## config.mk

```make
export PLATFORM = sky130hd
export DESIGN_NAME = muldiv_seq
export DESIGN_NICKNAME = d
export VERILOG_FILES = /design/src/rtl/muldiv_pkg.sv /design/src/rtl/muldiv_step.sv /design/src/rtl/muldiv_seq.sv
export SDC_FILE = /design/constraint.sdc
export NUM_CORES = 1
export LEC_CHECK = 0
export BUFFER_PORTS_ARGS = -buffer_cell sky130_fd_sc_hd__clkbuf_2
export CORE_MARGIN = 10
export CORE_UTILIZATION = 40
export DETAILED_ROUTE_END_ITERATION = 16
export SKIP_LAST_GASP = 1
export SLEW_MARGIN = 5
export SYNTH_ARGS = -nofsm -noshare
export SYNTH_HDL_FRONTEND = slang
export SYNTH_SLANG_ARGS = --single-unit
```

## constraint.sdc

```tcl
create_clock -name clk -period 4.3 [get_ports clk]
set_input_delay 0.645 -clock clk [delete_from_list [all_inputs] [get_ports clk]]
set_output_delay 0.645 -clock clk [all_outputs]
set_load 0.01 [all_outputs]
```

## src/rtl/muldiv_pkg.sv

```systemverilog
// Shared constants, op encodings and FSM state type for the HI/LO muldiv sequencer.
package muldiv_pkg;

    localparam int DATA_W = 32;
    localparam int CNT_W  = 5;

    localparam logic [1:0] OP_DIV   = 2'b00;
    localparam logic [1:0] OP_DIVU  = 2'b01;
    localparam logic [1:0] OP_MULT  = 2'b10;
    localparam logic [1:0] OP_MULTU = 2'b11;

    typedef enum logic [1:0] {
        IDLE = 2'd0,
        ZERO = 2'd1,
        RUN  = 2'd2,
        DONE = 2'd3
    } muldiv_state_e;

endpackage

```

## src/rtl/muldiv_step.sv

```systemverilog
// One iteration of the shared datapath: restoring-divide step or shift-add multiply step.
module muldiv_step
    import muldiv_pkg::*;
#(
    parameter int W = DATA_W
) (
    input  logic [W-1:0] part,
    input  logic [W-1:0] shq,
    input  logic [W-1:0] opnd,
    input  logic         mul_mode,
    output logic [W-1:0] part_nx,
    output logic [W-1:0] shq_nx
);

    logic [W:0] shifted;
    logic [W:0] diff;
    logic [W:0] sum;

    always_comb begin
        // divide: 33-bit partial remainder, quotient bits shift in at shq[0]
        shifted = {part, shq[W-1]};
        diff    = shifted - {1'b0, opnd};
        // multiply: {part, shq} is the running product, multiplier leaves at shq[0]
        sum     = {1'b0, part} + (shq[0] ? {1'b0, opnd} : '0);
        if (mul_mode) begin
            part_nx = sum[W:1];
            shq_nx  = {sum[0], shq[W-1:1]};
        end else if (!diff[W]) begin
            part_nx = diff[W-1:0];
            shq_nx  = {shq[W-2:0], 1'b1};
        end else begin
            part_nx = shifted[W-1:0];
            shq_nx  = {shq[W-2:0], 1'b0};
        end
    end

endmodule

```

## src/rtl/muldiv_seq.sv

```systemverilog
// Multi-cycle DIV/DIVU sequencer for EX; MULT/MULTU join the iterative path when
// MULDIV_ITER_MUL_EN is defined, otherwise they are rejected and left to EX.
module muldiv_seq
    import muldiv_pkg::*;
#(
    parameter int DATA_W = muldiv_pkg::DATA_W,
    parameter int CNT_W  = muldiv_pkg::CNT_W
) (
    input  logic              clk,
    input  logic              rst,
    input  logic              start,
    input  logic [1:0]        op,
    input  logic [DATA_W-1:0] src_a,
    input  logic [DATA_W-1:0] src_b,
    input  logic              annul,
    input  logic              hold,
    output logic              busy,
    output logic              stallreq,
    output logic              res_valid,
    output logic [DATA_W-1:0] res_hi,
    output logic [DATA_W-1:0] res_lo,
    output logic              div_by_zero
);

    muldiv_state_e state, state_nx;

    logic [CNT_W-1:0]    cnt;
    logic [DATA_W-1:0]   part, shq, opnd;
    logic                mul_mode, neg_lo, neg_hi;
    logic [DATA_W-1:0]   part_nx, shq_nx;
    logic [DATA_W-1:0]   a_mag, b_mag;
    logic [2*DATA_W-1:0] prod, prod_s;
    logic                accepted, signed_op, is_zero_div, last;

`ifdef MULDIV_ITER_MUL_EN
    assign accepted = 1'b1;
`else
    assign accepted = !op[1];
`endif

    assign signed_op   = !op[0];
    assign a_mag       = (signed_op && src_a[DATA_W-1]) ? -src_a : src_a;
    assign b_mag       = (signed_op && src_b[DATA_W-1]) ? -src_b : src_b;
    assign is_zero_div = !op[1] && (src_b == '0);
    assign last        = (cnt == CNT_W'(DATA_W - 1));

    muldiv_step #(.W(DATA_W)) u_step (
        .part     (part),
        .shq      (shq),
        .opnd     (opnd),
        .mul_mode (mul_mode),
        .part_nx  (part_nx),
        .shq_nx   (shq_nx)
    );

    assign prod   = {part_nx, shq_nx};
    assign prod_s = neg_lo ? -prod : prod;

    always_comb begin
        state_nx = state;
        case (state)
            IDLE:    if (start && !annul && accepted) state_nx = is_zero_div ? ZERO : RUN;
            ZERO:    state_nx = DONE;
            RUN:     if (last) state_nx = DONE;
            DONE:    if (!hold) state_nx = IDLE;
            default: state_nx = IDLE;
        endcase
        if (annul) state_nx = IDLE;
    end

    always_ff @(posedge clk) begin
        if (rst) begin
            state       <= IDLE;
            cnt         <= '0;
            part        <= '0;
            shq         <= '0;
            opnd        <= '0;
            mul_mode    <= 1'b0;
            neg_lo      <= 1'b0;
            neg_hi      <= 1'b0;
            res_hi      <= '0;
            res_lo      <= '0;
            div_by_zero <= 1'b0;
        end else begin
            state <= state_nx;
            if (annul) begin
                cnt <= '0;
            end else begin
                case (state)
                    IDLE: if (start && accepted) begin
                        // multiplier goes through shq so its low bit steers each add
                        cnt         <= '0;
                        part        <= '0;
                        div_by_zero <= 1'b0;
                        mul_mode    <= op[1];
                        shq         <= op[1] ? b_mag : a_mag;
                        opnd        <= op[1] ? a_mag : b_mag;
                        neg_lo      <= signed_op && (src_a[DATA_W-1] ^ src_b[DATA_W-1]);
                        neg_hi      <= signed_op && src_a[DATA_W-1];
                    end
                    ZERO: begin
                        res_hi      <= '0;
                        res_lo      <= '0;
                        div_by_zero <= 1'b1;
                    end
                    RUN: begin
                        part <= part_nx;
                        shq  <= shq_nx;
                        cnt  <= cnt + CNT_W'(1);
                        if (last) begin
                            if (mul_mode) begin
                                res_hi <= prod_s[2*DATA_W-1:DATA_W];
                                res_lo <= prod_s[DATA_W-1:0];
                            end else begin
                                res_hi <= neg_hi ? -part_nx : part_nx;
                                res_lo <= neg_lo ? -shq_nx : shq_nx;
                            end
                        end
                    end
                    default: ;
                endcase
            end
        end
    end

    assign busy      = (state != IDLE);
    assign res_valid = (state == DONE);
    assign stallreq  = ((state == IDLE) && start && !annul && accepted)
                     || (state == ZERO) || (state == RUN);

endmodule

```

==> metrics.txt <==
via-per-instance ratio 5.911; initial antenna violation count 1; RSZ-0062 raised after global routing yes; EDFF count, synth 0; Lkg Pwr 7.590 nW; f_max 233.6 MHz; Syn Inst Count 2,007; largest area contributor in the netlist dfxtp_1; GRT overflow 0; Pre-antenna DRT Iters 6; DIE HEIGHT 212.0 um; synthesized net count 2,154; first-pass GRT wire length 88.84 mm; Final ANT Viol Nets 0; Final setup viols 0; Max-Slew Margin vs Limit 32.12%; Root Buffer Master clkbuf_16; final wirelength 57.55 mm; clk sinks 171; crit end category register; fin. max-slew vios 0; clock tree buffer depth 2; synth top area cells dfxtp_1, ha_1, xnor2_1; Worst-Margin Slew 1016 ps; drt wl/cell 20.82 um; Core ar. 0.03652 mm^2; total non-filler cell area in the finished layout 0.01831 mm^2; drt initial violations 1,508; post-DP HPWL 46.86 mm; Ys Warns 0; Post-synth ARST share 0%; Top Ports 139; num rows 70; total power 5.008 mW; largest net degree at the start of global routing 84; residual DRC count 0; min Tclk post-route 4280 ps; H-tree depth 4; Synth Flop Type dfxtp_1; max_cap viols 0; area of the die 0.04496 mm^2; Vias 16.34k; DP Area 0.01729 mm^2; final hold violations 0; Fin Clk Skew 21.26 ps; Setup crit start kind register; Worst Path Required 4650 ps; Peak supply drop 297.8 uV; number of global-route vias before repair 15.63k; post-synthesis sequential area ratio 23.21%; post-synth top area share 23.21%; Tightest Hold Check Type register to register; final worst-path cycle share 99.54%; clk_lat worst skew 470 ps; reg-to-reg critical path endpoint res_hi[28]; Die Wd 212.0 um; synthesized area 0.01475 mm^2; gr usage total 25.08%; Starting Density 40.39%; worst r2r src shq[31]; R2R Setup Slk 20 ps; I/O Buffers 138; P&R area growth vs syn 24.11%; syn_area_per_cell 7.350 um^2; CTS tree built; Setup crit start shq[31]; Register-to-Register Path Depth 17; CP Capture Point res_hi[28]; outcome complete, no violations; clk slew on worst S/H paths 70 ps; TritonCTS Buffers 17; Max Fanout on Critical Path 7; CP Class register to register; layout cells sized above 1 22.79%; Final GP Congestion 1.018; P per Cell Area 273.6 mW/mm^2; post-synth cell types 85; # nets final 2,429; Yosys reg bits 171; worst path arrival time 4630 ps; Hold Buf Count CTS 0
[cell usage in the layout (no fill, tap or decap), types with 8 or more instances in the layout]
| master | instances |
|---|---|
| a211oi_1 | 42 |
| a21o_1 | 25 |
| a21oi_1 | 149 |
| a22oi_1 | 65 |
| a31oi_1 | 32 |
| a41oi_1 | 9 |
| and2_1 | 40 |
| and3_1 | 16 |
| buf_4 | 228 |
| clkbuf_16 | 17 |
| clkbuf_2 | 137 |
| dfxtp_1 | 166 |
| ha_1 | 72 |
| inv_1 | 64 |
| mux2_2 | 24 |
| mux2i_1 | 29 |
| nand2_1 | 191 |
| nand2b_1 | 19 |
| nand3_1 | 48 |
| nand4_1 | 20 |
| nor2_1 | 212 |
| nor2b_1 | 11 |
| nor3_1 | 64 |
| nor4_1 | 19 |
| o211ai_1 | 12 |
| o21a_1 | 11 |
| o21ai_0 | 135 |
| o21bai_1 | 8 |
| o31a_1 | 10 |
| o31ai_1 | 27 |
| or2_2 | 10 |
| or3_1 | 21 |
| xnor2_1 | 91 |
| xor2_1 | 69 |
[what timing repair did]
item | CTS | global route
gates resized for setup | 4 | 67
endpoints found under the setup margin | 9 | 26
pin swaps | 4 | 15
setup buffers | 1 | 12
[sequential cells by signal, indices dropped and copies added, names as in the netlist, 2 cells and up]
signal  count
opnd       32
part       32
res_hi     32
res_lo     32
shq        32
cnt         5
state       2
[per-stage QoR]
stage / std cells / hold slack, ps / TNS (ps) / utilization, % / setup slack [ps]
after detailed placement: 2719 / 446.9 / -179.7 / 47.34 / -73.44
after floorplan: 2007 / 440.3 / 0 / - / 2.772
after global routing: 2763 / 473.3 / -312.5 / 50.12 / -113.2
after global placement: 2719 / 436.5 / -60.47 / 47.34 / -50.63
final: 2764 / 457.7 / 0 / 50.13 / 19.70
after CTS: 2752 / 435.2 / 0 / 49.09 / 2.882
[synth_stat cells, types with 13 or more instances]
master	n
inv_1	66
and2_1	43
nand4_1	20
nand2_1	192
xor2_1	70
dfxtp_1	171
a22oi_1	65
nor4_1	19
xnor2_1	93
ha_1	74
and3_1	16
mux2i_1	29
nand3_1	49
buf_1	15
a31oi_1	34
mux2_2	24
nor2b_1	13
nand2b_1	20
clkbuf_1	87
a211oi_1	48
o31ai_1	29
nor2_1	216
nor3_1	71
or3_1	22
o21ai_0	138
a21oi_1	151
a21o_1	25
[cells by family after synthesis]
logic type / count (synthesis) / synth area share (%)
buffers and inverters: 181 / 4.784
DFF: 171 / 23.21
and+or+nand+nor: 731 / 23.74
adders and majority gates: 76 / 6.548
muxes: 53 / 3.800
xor gates and xnor gates: 163 / 9.678
AOI/OAI and AO/OA: 632 / 28.24
[final cells by class]
cell class                      count  area (um^2)
Clock buffer                       17        425.4
Fill cell                        3694        18220
Multi-Input combinational cell   1655        10960
Antenna cell                        1        2.502
Timing Repair Buffer              369         2451
Sequential cell                   171         3435
Clock inverter                     15        195.2
Tap cell                          468        585.6
Inverter                           68        255.2
[how the worst min path moves through the flow]
stage,from,endpoint,slack (ps),depth (start not counted)
5_1_grt,rst,res_hi[6],470,2
3_3_place_gp,res_hi[8],res_hi[8],440,2
6_report,res_hi[27],res_hi[27],460,2
4_1_cts,rst,res_hi[6],440,2
2_1_floorplan,opnd[2],opnd[2],440,2
3_5_place_dp,res_hi[13],res_hi[13],450,2
[routing by layer]
layer / vias up / track usage (%) / wire [um] / part of all wire [%]
li1: 7902 / - / - / -
met1: 7761 / 32.04 / 25180 / 44
met3: 120 / 3.652 / 3170 / 5.5
met5: - / 0 / 0 / 0
met2: 555 / 40.93 / 26650 / 46
met4: 0 / 11.48 / 2542 / 4.4
[power by group]
group,internal (mW),leakage (nW),switching (mW)
registers,1.62,1.39,0.0405
logic,0.707,5.90,0.998
clock network,0.846,0.302,0.799
total,3.17,7.59,1.84
[critical path, cell delays in order, from the launching register on]
cell	delay (ps)
dfxtp_2	330
inv_2	80
ha_4	140
inv_2	30
fa_2	360
a211oi_4	290
nor3_4	100
o21a_4	260
o31a_4	340
nor3_4	300
buf_4	170
o221ai_2	80
o221a_1	260
or3_4	340
or4_4	420
o41a_1	340
xor2_1	170
a22o_1	170
No activity file was read; power rests on OpenSTA's default activity.
